$ cat src/rtl/neo_pbus_pkg.sv
// Shared types and helpers for the PBUS fetch block: FSM states, slice rotation
// and the channel-index width.
package neo_pbus_pkg;

    typedef enum logic {
        IDLE = 1'b0,
        REQ  = 1'b1
    } fetch_state_t;

    function automatic int ch_w(input int nch);
        return (nch > 1) ? $clog2(nch) : 1;
    endfunction

    // Rotate-left of pbus[src_w-1:0] by rot within src_w bits; upper bits are zero.
    function automatic logic [31:0] pbus_rot(input logic [31:0] pbus, input int src_w, input int rot);
        logic [31:0] r;
        int unsigned k;
        r = '0;
        for (int i = 0; i < 32; i++) begin
            if (i < src_w) begin
                k = int'(unsigned'(i + rot)) % int'(unsigned'(src_w));
                r[k[4:0]] = pbus[i];
            end
        end
        return r;
    endfunction

endpackage

$ cat src/rtl/neo_pbus_fetch_if.sv
// PBUS capture / SDRAM beat-request bundle. master drives strobes and acks,
// slave is the fetch block.
interface neo_pbus_fetch_if
    import neo_pbus_pkg::*;
#(
    parameter int PBUS_W = 20,
    parameter int NCH    = 2,
    parameter int ADDR_W = 20
);
    localparam int CH_W = ch_w(NCH);

    logic [PBUS_W-1:0]     pbus;
    logic [NCH-1:0]        stb_en;
    logic                  clr_ovr;
    logic [NCH*ADDR_W-1:0] latch;
    logic [NCH-1:0]        busy;
    logic [NCH-1:0]        overrun;
    logic                  mem_req;
    logic [ADDR_W-1:0]     mem_addr;
    logic [CH_W-1:0]       mem_ch;
    logic                  mem_ack;

    modport master (
        output pbus, stb_en, clr_ovr, mem_ack,
        input  latch, busy, overrun, mem_req, mem_addr, mem_ch
    );

    modport slave (
        input  pbus, stb_en, clr_ovr, mem_ack,
        output latch, busy, overrun, mem_req, mem_addr, mem_ch
    );

endinterface

$ cat src/rtl/neo_pbus_chan.sv
// One capture channel: rotated PBUS slice latch, pending-fetch flag and sticky
// overrun flag.
module neo_pbus_chan
    import neo_pbus_pkg::*;
#(
    parameter int PBUS_W = 20,
    parameter int ADDR_W = 20,
    parameter int SRC_W  = 20,
    parameter int ROT    = 4
) (
    input  logic              clk,
    input  logic              rst,
    input  logic [PBUS_W-1:0] pbus,
    input  logic              stb,
    input  logic              grant,
    input  logic              clr_ovr,
    output logic [ADDR_W-1:0] latch,
    output logic              pending,
    output logic              overrun
);

    always_ff @(posedge clk or posedge rst) begin
        if (rst) begin
            latch   <= '0;
            pending <= 1'b0;
            overrun <= 1'b0;
        end else begin
            if (stb) begin
                latch <= ADDR_W'(pbus_rot(32'(pbus), SRC_W, ROT));
            end
            // A strobe in the grant cycle re-arms the channel instead of losing it.
            if (stb) begin
                pending <= 1'b1;
            end else if (grant) begin
                pending <= 1'b0;
            end
            if (stb && pending && !grant) begin
                overrun <= 1'b1;
            end else if (clr_ovr) begin
                overrun <= 1'b0;
            end
        end
    end

endmodule

$ cat src/rtl/neo_pbus_fetch.sv
// Multi-channel PBUS address latch with fixed-priority burst fetch issue to the
// SDRAM controller. Lowest pending channel index wins.
module neo_pbus_fetch
    import neo_pbus_pkg::*;
#(
    parameter int               PBUS_W = 20,
    parameter int               NCH    = 2,
    parameter int               ADDR_W = 20,
    parameter logic [NCH*5-1:0] SRC_W  = {5'd16, 5'd20},
    parameter logic [NCH*5-1:0] ROT    = {5'd4, 5'd4},
    parameter int               BURST  = 4,
    parameter int               STEP   = 1
) (
    input  logic            clk,
    input  logic            rst,
    neo_pbus_fetch_if.slave bus
);

    localparam int CH_W   = ch_w(NCH);
    localparam int BEAT_W = 5;

    fetch_state_t          state;
    logic [BEAT_W-1:0]     beat;
    logic                  mem_req_q;
    logic [ADDR_W-1:0]     mem_addr_q;
    logic [CH_W-1:0]       mem_ch_q;

    logic [NCH*ADDR_W-1:0] latch_flat;
    logic [NCH-1:0]        pending;
    logic [NCH-1:0]        overrun;
    logic [NCH-1:0]        grant;
    logic [NCH-1:0]        busy;
    logic                  gnt_any;
    logic [CH_W-1:0]       gnt_idx;
    logic [ADDR_W-1:0]     gnt_base;

    for (genvar i = 0; i < NCH; i++) begin : g_chan
        neo_pbus_chan #(
            .PBUS_W (PBUS_W),
            .ADDR_W (ADDR_W),
            .SRC_W  (int'(SRC_W[i*5 +: 5])),
            .ROT    (int'(ROT[i*5 +: 5]))
        ) u_chan (
            .clk     (clk),
            .rst     (rst),
            .pbus    (bus.pbus),
            .stb     (bus.stb_en[i]),
            .grant   (grant[i]),
            .clr_ovr (bus.clr_ovr),
            .latch   (latch_flat[i*ADDR_W +: ADDR_W]),
            .pending (pending[i]),
            .overrun (overrun[i])
        );
    end

    // Scan from the top so the lowest pending index is the last one written.
    always_comb begin
        gnt_any  = 1'b0;
        gnt_idx  = '0;
        gnt_base = '0;
        grant    = '0;
        if (state == IDLE) begin
            for (int i = NCH - 1; i >= 0; i--) begin
                if (pending[i]) begin
                    gnt_any  = 1'b1;
                    gnt_idx  = CH_W'(i);
                    gnt_base = latch_flat[i*ADDR_W +: ADDR_W];
                    grant    = '0;
                    grant[i] = 1'b1;
                end
            end
        end
    end

    always_comb begin
        busy = pending;
        for (int i = 0; i < NCH; i++) begin
            if (state == REQ && mem_ch_q == CH_W'(i)) begin
                busy[i] = 1'b1;
            end
        end
    end

    always_ff @(posedge clk or posedge rst) begin
        if (rst) begin
            state      <= IDLE;
            beat       <= '0;
            mem_req_q  <= 1'b0;
            mem_addr_q <= '0;
            mem_ch_q   <= '0;
        end else begin
            case (state)
                IDLE: begin
                    if (gnt_any) begin
                        state      <= REQ;
                        beat       <= '0;
                        mem_req_q  <= 1'b1;
                        mem_addr_q <= gnt_base;
                        mem_ch_q   <= gnt_idx;
                    end
                end
                REQ: begin
                    if (bus.mem_ack) begin
                        if (beat == BEAT_W'(BURST - 1)) begin
                            mem_req_q <= 1'b0;
                            state     <= IDLE;
                        end else begin
                            beat       <= beat + BEAT_W'(1);
                            mem_addr_q <= mem_addr_q + ADDR_W'(STEP);
                        end
                    end
                end
                default: state <= IDLE;
            endcase
        end
    end

    assign bus.latch    = latch_flat;
    assign bus.busy     = busy;
    assign bus.overrun  = overrun;
    assign bus.mem_req  = mem_req_q;
    assign bus.mem_addr = mem_addr_q;
    assign bus.mem_ch   = mem_ch_q;

endmodule

$ cat src/flat_wrapper.sv
// flat-port wrapper written by rule: the top's interface ports become plain ports
module neo_pbus_fetch_flat import neo_pbus_pkg::*;
#(
    parameter int               PBUS_W = 20,
    parameter int               NCH    = 2,
    parameter int               ADDR_W = 20,
    parameter logic [NCH*5-1:0] SRC_W  = {5'd16, 5'd20},
    parameter logic [NCH*5-1:0] ROT    = {5'd4, 5'd4},
    parameter int               BURST  = 4,
    parameter int               STEP   = 1
)
  (clk, rst, bus_pbus, bus_stb_en, bus_clr_ovr, bus_mem_ack, bus_latch, bus_busy, bus_overrun, bus_mem_req, bus_mem_addr, bus_mem_ch);
  neo_pbus_fetch_if #(.PBUS_W(PBUS_W), .NCH(NCH), .ADDR_W(ADDR_W)) bus_i ();
  input  logic clk;
  input  logic rst;
  input wire logic [$bits(bus_i.pbus)-1:0] bus_pbus;
  input wire logic [$bits(bus_i.stb_en)-1:0] bus_stb_en;
  input wire logic [$bits(bus_i.clr_ovr)-1:0] bus_clr_ovr;
  input wire logic [$bits(bus_i.mem_ack)-1:0] bus_mem_ack;
  output wire logic [$bits(bus_i.latch)-1:0] bus_latch;
  output wire logic [$bits(bus_i.busy)-1:0] bus_busy;
  output wire logic [$bits(bus_i.overrun)-1:0] bus_overrun;
  output wire logic [$bits(bus_i.mem_req)-1:0] bus_mem_req;
  output wire logic [$bits(bus_i.mem_addr)-1:0] bus_mem_addr;
  output wire logic [$bits(bus_i.mem_ch)-1:0] bus_mem_ch;
  assign bus_i.pbus = bus_pbus;
  assign bus_i.stb_en = bus_stb_en;
  assign bus_i.clr_ovr = bus_clr_ovr;
  assign bus_i.mem_ack = bus_mem_ack;
  assign bus_latch = bus_i.latch;
  assign bus_busy = bus_i.busy;
  assign bus_overrun = bus_i.overrun;
  assign bus_mem_req = bus_i.mem_req;
  assign bus_mem_addr = bus_i.mem_addr;
  assign bus_mem_ch = bus_i.mem_ch;
  neo_pbus_fetch #(.PBUS_W(PBUS_W), .NCH(NCH), .ADDR_W(ADDR_W), .SRC_W(SRC_W), .ROT(ROT), .BURST(BURST), .STEP(STEP)) u_core (.clk(clk), .rst(rst), .bus(bus_i));
endmodule
$ cat config.mk
export PLATFORM = sky130hd
export DESIGN_NAME = neo_pbus_fetch_flat
export DESIGN_NICKNAME = d
export VERILOG_FILES = /design/src/rtl/neo_pbus_pkg.sv /design/src/rtl/neo_pbus_fetch_if.sv /design/src/rtl/neo_pbus_chan.sv /design/src/rtl/neo_pbus_fetch.sv /design/src/flat_wrapper.sv
export SDC_FILE = /design/constraint.sdc
export NUM_CORES = 1
export LEC_CHECK = 0
export BUFFER_PORTS_ARGS = -buffer_cell sky130_fd_sc_hd__buf_2
export CORE_MARGIN = 5
export CORE_UTILIZATION = 47
export CTS_CLUSTER_DIAMETER = 80
export DETAILED_ROUTE_END_ITERATION = 16
export HOLD_SLACK_MARGIN = 0.06
export PLACE_DENSITY_LB_ADDON = 0.12
export SETUP_SLACK_MARGIN = 0.2
export SLEW_MARGIN = 25
export SYNTH_ARGS = -nofsm -noshare
export SYNTH_HDL_FRONTEND = slang
export SYNTH_SLANG_ARGS = --single-unit
$ cat constraint.sdc
create_clock -name clk -period 2.6 [get_ports clk]
set_clock_uncertainty 0.1 [all_clocks]
set_input_delay 0.78 -clock clk [delete_from_list [all_inputs] [get_ports clk]]
set_output_delay 0.78 -clock clk [all_outputs]
set_load 0.03 [all_outputs]
==> qor.txt, run 1 <==
Main synth FF type = dfrtp_1
Total die area = 8980 µm²
1st-pass router iterations = 4
Core area = 6910 µm²
Post-synth EDFFs = 0
Total grt overflow = 0
Worst VDD drop = 0.554 mV
Max Fclk = 434 MHz
Synth-to-Final Area Change = 20.8%
Via Count = 2,758
Post-Synthesis Cells = 314
Post-DP HPWL = 6060 µm
DP Cell Count = 484
Final critical-path required period = 2310 ps
Vias in the first global route = 2,629
Clock sinks = 68
Post-synth ARST share = 100%
Sequential area share after synthesis = 50.4%
Mean number of vias per cell = 5.52
H-Tree Depth = 3
Die height = 94.8 µm
Syn. warnings = 0
Worst-path clk slew = 70 ps
Remaining antenna violation count = 0
Diodes inserted = 0
RSZ-0062 raised after global routing = false
Startpoint Class = flip-flop
Setup crit end kind = output port
# hold bufs at CTS = 0
Fin cells = 500
Crit path max-delay cell type = dfrtp_2
Critical Path Fanout Max = 13
Crit path arrival time = 1430 ps
Place WS = 392 ps
CTS tree = done
Crit path required time = 1720 ps
Starting DRT DRC Count = 230
Crit-path max cell delay = 490 ps
Starting Density = 48.9%
Power Dens Cells = 1050 nW/µm²
Number of buffers inserted by port buffering = 87
Period utilization = 88.7%
First-pass GRT wire length = 13,600 µm
Filler cells = 622
Largest net degree at the start of global routing = 43
Routability cong. = 0.828
Share of cells above drive strength 1 = 38.6%
IO Count = 92
Footprint of the multi-input gates = 1490 µm²
Root Driver = clkbuf_8
Setup Viol. Count Final = 0
Final setup TNS = 0 ps
Final Power = 4.30 mW
Post-route setup slack = 295 ps
Critical path type = flip-flop to output port
Fin. Hold Viols = 0
Flip-flop and latch area = 1700 µm²
Max Slew Vio Count = 0
Syn Area/Cell = 10.8 µm²
Worst slew pin tran = 586 ps
Leak = 1.85 nW
Global router's overall resource usage = 19.6%
FF+latch count, synth = 68
Synth Cell Area = 3380 µm²
WL per Instance = 16.7 µm
CTS Buffer Depth = 2
Synth cell types = 57
CTS buffer count = 9
Slew margin rel. = 60.5%
Placement row count = 30
Final nets = 427
Antenna violations before repair = 0
DR DRC count = 0
Outcome = finished, final reports clean
Clk Latency, worst-skew pair = 340 ps
Max-Cap Viols = 0
Critical path cell sequence = inv_1 -> buf_4 -> o21bai_1 -> buf_2
Worst Hold Class = flip-flop to flip-flop
Drt total wl = 8340 µm
Die W = 94.8 µm
[critical path, delay by kind of cell, from the launching register on]
kind | cells | cell delay, ps
flops | 1 | 490
buf+inv | 3 | 450
compound gates | 1 | 140
[sequential cells by signal (all words and copies together), names as in the netlist]
| register | cells |
|---|---|
| u_core.state | 1 |
| u_core.g_chan.u_chan.latch | 36 |
| u_core.bus.mem_addr | 20 |
| u_core.bus.mem_req | 1 |
| u_core.bus.mem_ch | 1 |
| u_core.g_chan.u_chan.overrun | 2 |
| u_core.beat | 5 |
| u_core.g_chan.u_chan.pending | 2 |
[power by group]
part	switching [mW]	internal, mW
Combinational	1.05	0.587
Clock	0.405	0.633
Sequential	0.314	1.30
[cell usage after synthesis, types with 2 or more instances]
master    number  area share (%)
nor2_1        23             2.6
a22oi_1        7             1.6
clkbuf_1      10             1.1
dfrtp_1       68              50
a21o_1         4            0.89
o211ai_1       3            0.67
o22a_1         4             1.0
xor2_1         3            0.78
nand2b_1       2            0.37
a221oi_1       2            0.52
a31oi_1        5            0.93
a32o_1         2            0.59
a211oi_1       2            0.44
clkbuf_8       3             1.2
mux2_2        33              11
mux2i_1        2            0.59
nor3_1         3            0.44
o21ai_0       15             2.2
and3_1         3            0.56
nand2_1       29             3.2
and4_1         4             1.0
nand4_1        8             1.5
ha_1           2            0.74
a221o_1        2            0.59
a21oi_1       18             2.7
buf_4          6             1.3
buf_6          2            0.67
a41oi_1        2            0.52
nor2b_1        2            0.37
nand3_1        8             1.2
inv_1          6            0.67
o22ai_1        5            0.93
nand3b_1       2            0.44
[metal layers]
metal / vias up / global-route usage (%) / part of all wire, %
met3: 10 / 4.30 / 7.2
li1: 1309 / - / -
met5: - / 0 / 0
met2: 84 / 29.5 / 46
met1: 1355 / 28.3 / 46
met4: 0 / 6.13 / 1.2
[through the flow]
step | area, µm² | util [%] | hold WS [ps]
final | 4080 | 59.1 | 405
after floorplan | 3390 | - | 361
after CTS | 4080 | 59.1 | 405
after global placement | 3840 | 55.6 | 371
after detailed placement | 3840 | 55.6 | 380
after global routing | 4080 | 59.1 | 428
[layout make-up]
type	count	area share, %
sequential	68	41.7
clock buffer	9	3.04
clock inverter	7	2.82
inverter	6	0.644
tap	96	2.94
timing repair buffer	96	12.3
multi-input combinational	218	36.5
[logic make-up after synthesis]
kind of cell               share of synthesized area (%)
AOI/OAI and AO/OA                                   15.8
xor gates and xnor gates                           0.778
adders and majority gates                          0.741
buffers and inverters                               5.86
DFF                                                 50.4
muxes                                               11.6
other                                              0.111
and+or+nand+nor                                     14.7
[final timing paths]
kind	from	end	slack, ps	cells after the start
max in group asynchronous	rst	u_core.state$_DFF_PP0_	1510	3
max	u_core.state$_DFF_PP0_	bus_busy[0]	290	4
max reg2reg	u_core.beat[0]$_DFFE_PP0P_	u_core.bus.mem_addr[13]$_DFFE_PP0P_	360	7
min in group asynchronous	rst	u_core.g_chan[0].u_chan.latch[18]$_DFFE_PP0P_	420	3
min reg2reg	u_core.g_chan[0].u_chan.overrun$_DFFE_PP0P_	u_core.g_chan[0].u_chan.overrun$_DFFE_PP0P_	400	1
min	u_core.g_chan[0].u_chan.overrun$_DFFE_PP0P_	u_core.g_chan[0].u_chan.overrun$_DFFE_PP0P_	400	1
[cells in the final DEF (no fill, tap or decap), types with 4 or more instances in the layout]
| cell | count |
|---|---|
| nand3_1 | 8 |
| a21oi_1 | 18 |
| a31oi_1 | 5 |
| buf_4 | 9 |
| o22a_1 | 4 |
| o22ai_1 | 5 |
| nor2_1 | 23 |
| buf_2 | 87 |
| conb_1 | 4 |
| dfrtp_1 | 67 |
| nand4_1 | 8 |
| a22oi_1 | 7 |
| clkbuf_8 | 9 |
| nand2_1 | 29 |
| o21ai_0 | 15 |
| inv_1 | 5 |
| and4_1 | 4 |
| mux2_2 | 33 |
| a21o_1 | 4 |
[timing repair]
| action | CTS | global route |
|---|---|---|
| endpoints found under the setup margin | 1 | 0 |
| setup buffers | 0 | 0 |
| resized for setup | 1 | 0 |
Power figures use the tool's default switching activity.
==> run 2: changes to the inputs <==
Settings changed: CORE_UTILIZATION 47 to 48, SYNTH_HIERARCHICAL set to 1.
==> run 2 against run 1 <==
Hold slack got worse by 19 ps. Utilization down 0.052 points. Non-clock buffer count grew 3. Sequential power grew 5%. Flip-flop and latch count stayed put. Critical path type is now flip-flop to flip-flop. Highest routed layer unchanged.
==> qor.txt, run 2 <==
Outcome = finished, final reports clean (unchanged)
Mean number of vias per cell = 5.64 (was 5.52)
Sequential area share after synthesis = 48.6% (was 50.4%)
FF+latch count, synth = 68 (unchanged)
Largest net degree at the start of global routing = 30 (was 43)
Gr busiest metal = met2 (unchanged)
Area share of the leading cell type in the synthesized netlist = 48.6% (was 50.4%)
Flip-flop count of the largest register after layout = 36 (unchanged)
Post-synth EDFFs = 0 (unchanged)
Final nets = 429 (was 427)
Synth area leaders = dfrtp_1 (49%), mux2_2 (9.0%), mux2_4 (3.4%) (was dfrtp_1 (50%), mux2_2 (11%), nand2_1 (3.2%))
Cts repair resizes = 0 (was 1)
H-Tree Depth = 3 (unchanged)
Final critical-path required period = 2240 ps (was 2310 ps)
Slew margin rel. = 48.0% (was 60.5%)
Post-synth ARST share = 100% (unchanged)
Worst-path clk slew = 80 ps (was 70 ps)
Yosys top cell by area = dfrtp_1 (unchanged)
GR met3 Demand/Resource = 4.26% (was 4.30%)
Fin cells = 505 (was 500)
Placement row count = 31 (was 30)
Syn. warnings = 6 (was 0)
Remaining antenna violation count = 0 (unchanged)
Starting Density = 48.8% (was 48.9%)
Worst slew pin tran = 779 ps (was 586 ps)
Main synth FF type = dfrtp_1 (unchanged)
CTS Buffer Depth = 2 (unchanged)
Worst flop-to-flop path endpoint = u_core/bus.mem_addr[9]$_DFFE_PP0P_ (was u_core.bus.mem_addr[13]$_DFFE_PP0P_)
Vias in the first global route = 2,826 (was 2,629)
Clock sinks = 68 (unchanged)
Synth-to-Final Area Change = 21.0% (was 20.8%)
Syn Area/Cell = 11.1 µm² (was 10.8 µm²)
Setup crit end kind = flip-flop (was output port)
Final setup TNS = 0 ps (unchanged)
Post CTS Setup Buffer Count = 0 (unchanged)
Global router's overall resource usage = 21.3% (was 19.6%)
Root Driver = clkbuf_8 (unchanged)
Share of cells above drive strength 1 = 38.4% (was 38.6%)
RSZ-0062 raised after global routing = false (unchanged)
CTS tree = done (unchanged)
Critical path type = flip-flop to flip-flop (was flip-flop to output port)
DP Cell Count = 489 (was 484)
Leak = 1.93 nW (was 1.85 nW)
Worst Hold Class = primary input to asynchronous set/reset pin (was flip-flop to flip-flop)
First-pass GRT wire length = 14,700 µm (was 13,600 µm)
Top-count cell post-synth = dfrtp_1 (unchanged)
Core area = 7180 µm² (was 6910 µm²)
M2 GR Usage = 32.9% (was 29.5%)
Fin. Hold Viols = 0 (unchanged)
Max-Cap Viols = 0 (unchanged)
FF-to-FF setup slack = 360 ps (about the same)
Met1 Track Usage GR = 30.0% (was 28.3%)
Max Slew Vio Count = 0 (unchanged)
Die height = 95.4 µm (was 94.8 µm)
Post-Synthesis Cells = 316 (was 314)
Post-DP HPWL = 6520 µm (was 6060 µm)
CTS buffer count = 9 (unchanged)
DR DRC count = 0 (unchanged)
1st-pass router iterations = 4 (unchanged)
Via Count = 2,848 (was 2,758)
Clk Latency, worst-skew pair = 340 ps (about the same)
Worst VDD drop = 0.414 mV (was 0.554 mV)
Crit path arrival time = 2350 ps (was 1430 ps)
Commonest non-fill, non-tap cells in the layout = buf_2 (87), dfrtp_1 (68), mux2_2 (28), nand2_1 (16), inv_1 (16) (was buf_2 (87), dfrtp_1 (67), mux2_2 (33), nand2_1 (29), nor2_1 (23))
Setup Viol. Count Final = 0 (unchanged)
Startpoint Class = flip-flop (unchanged)
Max Fclk = 447 MHz (was 434 MHz)
Antenna violations before repair = 0 (unchanged)
Synth Cell Area = 3500 µm² (was 3380 µm²)
Biggest register = u_core/g_chan.u_chan/latch (was u_core.g_chan.u_chan.latch)
Synth cell types = 55 (was 57)
Synth top cells by count = dfrtp_1 (68), mux2_2 (28), inv_1 (16), nand2_1 (16), o21ai_0 (14) (was dfrtp_1 (68), mux2_2 (33), nand2_1 (29))
Total grt overflow = 0 (unchanged)
Die W = 95.4 µm (was 94.8 µm)
Crit path required time = 2720 ps (was 1720 ps)
Routability cong. = 0.823 (was 0.828)
Drt total wl = 9270 µm (was 8340 µm)
Worst R2R Path Depth = 5 (was 7)
Diodes inserted = 0 (unchanged)
Number of buffers inserted by port buffering = 87 (unchanged)
Critical Path Fanout Max = 10 (was 13)
Commonest non-fill, non-tap cell in the layout = buf_2 (unchanged)
WL per Instance = 18.4 µm (was 16.7 µm)
IO Count = 92 (unchanged)
Period utilization = 86.1% (was 88.7%)
R2r startpoint = u_core/beat[0]$_DFFE_PP0P_ (was u_core.beat[0]$_DFFE_PP0P_)
Total die area = 9100 µm² (was 8980 µm²)
Final Power = 4.87 mW (was 4.30 mW)
Starting DRT DRC Count = 236 (was 230)
# hold bufs at CTS = 0 (unchanged)
Power Dens Cells = 1150 nW/µm² (was 1050 nW/µm²)
[run 2: cell count changes after synthesis, sizes merged, moves of 6 or more]
cell and change:
nor2 -15, nand2 -13, inv +10, a21oi -9, a22oi +6, or4 +6
[run 2: how the worst max path moves through the flow]
| stage | startpoint | end | slack, ps | depth (start not counted) |
|---|---|---|---|---|
| after floorplan | u_core/bus.mem_addr[0]$_DFFE_PP0P_ | u_core/bus.mem_addr[14]$_DFFE_PP0P_ | 400 | 6 |
| after global placement | bus_mem_ack | u_core/bus.mem_addr[9]$_DFFE_PP0P_ | 350 | 6 |
| after detailed placement | bus_mem_ack | u_core/bus.mem_addr[19]$_DFFE_PP0P_ | 320 | 6 |
| after CTS | u_core/g_chan[0].u_chan/pending$_DFFE_PP0P_ | bus_busy[0] | 370 | 2 |
| after global routing | u_core/beat[1]$_DFFE_PP0P_ | u_core/bus.mem_addr[12]$_DFFE_PP0P_ | 260 | 6 |
| final | u_core/beat[0]$_DFFE_PP0P_ | u_core/bus.mem_addr[9]$_DFFE_PP0P_ | 360 | 5 |
[run 2: per-layer routing]
metal  wire length [µm]  up-vias
met1               4180     1399
met4                 72        0
li1                   -     1345
met3                648        6
met5                  0        -
met2               4370       98
[run 2: metrics by stage]
step	instance area (µm²)	setup WS (ps)	util [%]	hold WS [ps]
final	4230	363	59.0	386
after global routing	4230	264	59.0	416
after CTS	4230	365	59.0	393
after detailed placement	3990	319	55.5	377
after global placement	3990	352	55.5	376
after floorplan	3510	404	-	378
[run 2: final cells by class]
type / instances / area, µm²
multi-input cells: 207 / 1570
repair buffers: 99 / 526
fillers: 629 / 2940
inverters: 16 / 60.1
well taps: 99 / 124
clock inverters: 6 / 111
clock buffers: 10 / 138
flip-flops and latches: 68 / 1700
[run 2: power by group]
part	internal, mW	switching (mW)	leakage, nW
Combinational	0.759	1.33	1.02
Clock	0.663	0.423	0.122
Sequential	1.34	0.363	0.787
[run 2: cells by family after synthesis]
logic type	after synthesis	synth area share, %
DFF	68	48.6
AOI/OAI and AO/OA	79	16.8
xor gates and xnor gates	3	0.751
buffers and inverters	44	6.69
and+or+nand+nor	78	12.4
other	1	0.107
muxes	41	13.9
adders and majority gates	2	0.715
[run 2: worst max-delay path, stage by stage (launching register included)]
cell and delay (ps):
dfrtp_1 400, ha_1 200, or4b_1 650, a21oi_4 210, nor4_1 60, or4b_1 500
==> run 3: changes to the inputs <==
Settings changed: SETUP_SLACK_MARGIN 0.2 to 0.5.
==> run 3 against run 2 <==
Non-clock buffer count up 11. Clock power down 27%. Combinational power up 9%. Flip-flop and latch count unchanged. Worst setup slack better by 180 ps. Fmax up 8.9%. Sequential power about the same. Sequential share of layout area down 0.57 points. Largest cell class unchanged.
==> qor.txt, run 3 (synthesis gave the netlist of run 2 again) <==
CTS buffer count = 9 (unchanged)
CTS tree = done (unchanged)
Antenna violations before repair = 0 (unchanged)
WL per Instance = 17.9 µm (was 18.4 µm)
1st-pass router iterations = 4 (unchanged)
Crit path max-delay cell type = or4b_4 (was or4b_1)
DR DRC count = 0 (unchanged)
Fin. Hold Viols = 0 (unchanged)
Die height = 95.4 µm (unchanged)
R2r startpoint = u_core/beat[0]$_DFFE_PP0P_ (unchanged)
Via Count = 2,937 (was 2,848)
Root Driver = clkbuf_8 (unchanged)
# hold bufs at CTS = 0 (unchanged)
CTS Buffer Depth = 2 (unchanged)
Commonest non-fill, non-tap cell in the layout = buf_2 (unchanged)
Total die area = 9100 µm² (unchanged)
Clock sinks = 68 (unchanged)
Diodes inserted = 0 (unchanged)
Leak = 1.94 nW (was 1.93 nW)
Final Power = 4.78 mW (was 4.87 mW)
Starting DRT DRC Count = 180 (was 236)
RSZ-0062 raised after global routing = true (was false)
Setup crit end kind = flip-flop (unchanged)
Die W = 95.4 µm (unchanged)
Crit path arrival time = 2160 ps (was 2350 ps)
IO Count = 92 (unchanged)
Worst VDD drop = 0.348 mV (was 0.414 mV)
Max Fclk = 487 MHz (was 447 MHz)
Post-DP HPWL = 6510 µm (was 6520 µm)
Global router's overall resource usage = 21.1% (was 21.3%)
Remaining antenna violation count = 0 (unchanged)
Final setup TNS = 0 ps (unchanged)
Startpoint Class = flip-flop (unchanged)
Placement row count = 31 (unchanged)
Worst slew pin tran = 697 ps (was 779 ps)
First-pass GRT wire length = 14,600 µm (was 14,700 µm)
Crit path required time = 2700 ps (was 2720 ps)
Share of cells above drive strength 1 = 42.2% (was 38.4%)
Critical path type = flip-flop to flip-flop (unchanged)
Vias in the first global route = 2,752 (was 2,826)
Flip-flop count of the largest register after layout = 36 (unchanged)
Worst-path clk slew = 60 ps (was 80 ps)
Max Slew Vio Count = 0 (unchanged)
Biggest register = u_core/g_chan.u_chan/latch (unchanged)
Starting Density = 48.8% (unchanged)
Period utilization = 79.0% (was 86.1%)
Clk Latency, worst-skew pair = 340 ps (about the same)
Drt total wl = 9220 µm (was 9270 µm)
Worst Hold Class = primary input to asynchronous set/reset pin (unchanged)
Crit-path max cell delay = 490 ps (was 650 ps)
FF-to-FF setup slack = 550 ps (was 360 ps)
Worst path buffer plus inverter count = 0 (unchanged)
Power Dens Cells = 1110 nW/µm² (was 1150 nW/µm²)
Number of buffers inserted by port buffering = 87 (unchanged)
Worst R2R Path Depth = 5 (unchanged)
Mean number of vias per cell = 5.71 (was 5.64)
Final nets = 440 (was 429)
Critical Path Fanout Max = 5 (was 10)
Commonest non-fill, non-tap cells in the layout = buf_2 (86), dfrtp_1 (63), mux2_2 (28), buf_4 (21), inv_1 (16) (was buf_2 (87), dfrtp_1 (68), mux2_2 (28), nand2_1 (16), inv_1 (16))
Routability cong. = 0.856 (was 0.823)
Max-Cap Viols = 0 (unchanged)
Outcome = finished, final reports clean (unchanged)
H-Tree Depth = 3 (unchanged)
Slew margin rel. = 53.5% (was 48.0%)
Core area = 7180 µm² (unchanged)
Total grt overflow = 0 (unchanged)
Critical path cell sequence = ha_4 -> or4b_4 -> a21oi_4 -> nor4_1 -> or4b_1 (was ha_1 -> or4b_1 -> a21oi_4 -> nor4_1 -> or4b_1)
Setup Viol. Count Final = 0 (unchanged)
Final critical-path required period = 2050 ps (was 2240 ps)
Worst flop-to-flop path endpoint = u_core/bus.mem_addr[9]$_DFFE_PP0P_ (unchanged)
CP delay by family, top = simple AND/OR/NAND/NOR gates (unchanged)
Largest net degree at the start of global routing = 29 (was 30)
Synth-to-Final Area Change = 23.2% (was 21.0%)
-- run 3: worst max-delay path by stage --
| stage | start | endpoint | slack (ps) | depth (start not counted) |
|---|---|---|---|---|
| 2_1_floorplan | u_core/beat[0]$_DFFE_PP0P_ | u_core/bus.mem_addr[9]$_DFFE_PP0P_ | 500 | 6 |
| 3_3_place_gp | bus_mem_ack | u_core/bus.mem_addr[19]$_DFFE_PP0P_ | 260 | 5 |
| 3_5_place_dp | bus_mem_ack | u_core/bus.mem_addr[19]$_DFFE_PP0P_ | 200 | 5 |
| 4_1_cts | u_core/bus.mem_addr[0]$_DFFE_PP0P_ | u_core/bus.mem_addr[14]$_DFFE_PP0P_ | 510 | 5 |
| 5_1_grt | u_core/beat[1]$_DFFE_PP0P_ | u_core/bus.mem_addr[9]$_DFFE_PP0P_ | 480 | 5 |
| 6_report | u_core/beat[0]$_DFFE_PP0P_ | u_core/bus.mem_addr[9]$_DFFE_PP0P_ | 550 | 5 |
-- run 3: per-stage QoR --
| stage | setup WS (ps) | instance area [µm²] | util, % | hold WS (ps) | cells |
|---|---|---|---|---|---|
| 2_1_floorplan | 498 | 3520 | - | 378 | 319 |
| 3_3_place_gp | 265 | 3980 | 55.4 | 376 | 486 |
| 3_5_place_dp | 196 | 3980 | 55.4 | 380 | 486 |
| 4_1_cts | 514 | 4220 | 58.8 | 402 | 509 |
| 5_1_grt | 481 | 4310 | 60.1 | 420 | 514 |
| 6_report | 546 | 4310 | 60.1 | 398 | 514 |
-- run 3: cell type report --
class | instances | area [µm²]
Multi-Input combinational cell | 207 | 1630
Fill cell | 624 | 2870
Clock inverter | 3 | 40.0
Sequential cell | 68 | 1710
Timing Repair Buffer | 110 | 622
Clock buffer | 11 | 131
Tap cell | 99 | 124
Inverter | 16 | 60.1
-- run 3: metal layers --
layer	up-vias	wire, µm	GRT usage [%]
met3	9	574	4.18
met2	93	4430	32.8
met5	-	0	0
met1	1463	4090	29.2
li1	1372	-	-
met4	0	120	8.06
-- run 3: worst min-delay path: stages --
cell and delay [ps]:
buf_2 110, inv_1 50, buf_4 290
-- run 3: power breakdown --
part | internal, mW | switching (mW) | total (mW)
Sequential | 1.34 | 0.367 | 1.71
Combinational | 0.886 | 1.39 | 2.27
Clock | 0.430 | 0.371 | 0.801
Total | 2.66 | 2.13 | 4.78
-- run 3: timing repair --
item,in CTS,in global routing
endpoints found under the setup margin,8,8
endpoints found under the hold margin,0,0
resized for setup,4,13
buffers inserted,9,5
pin swaps,1,2
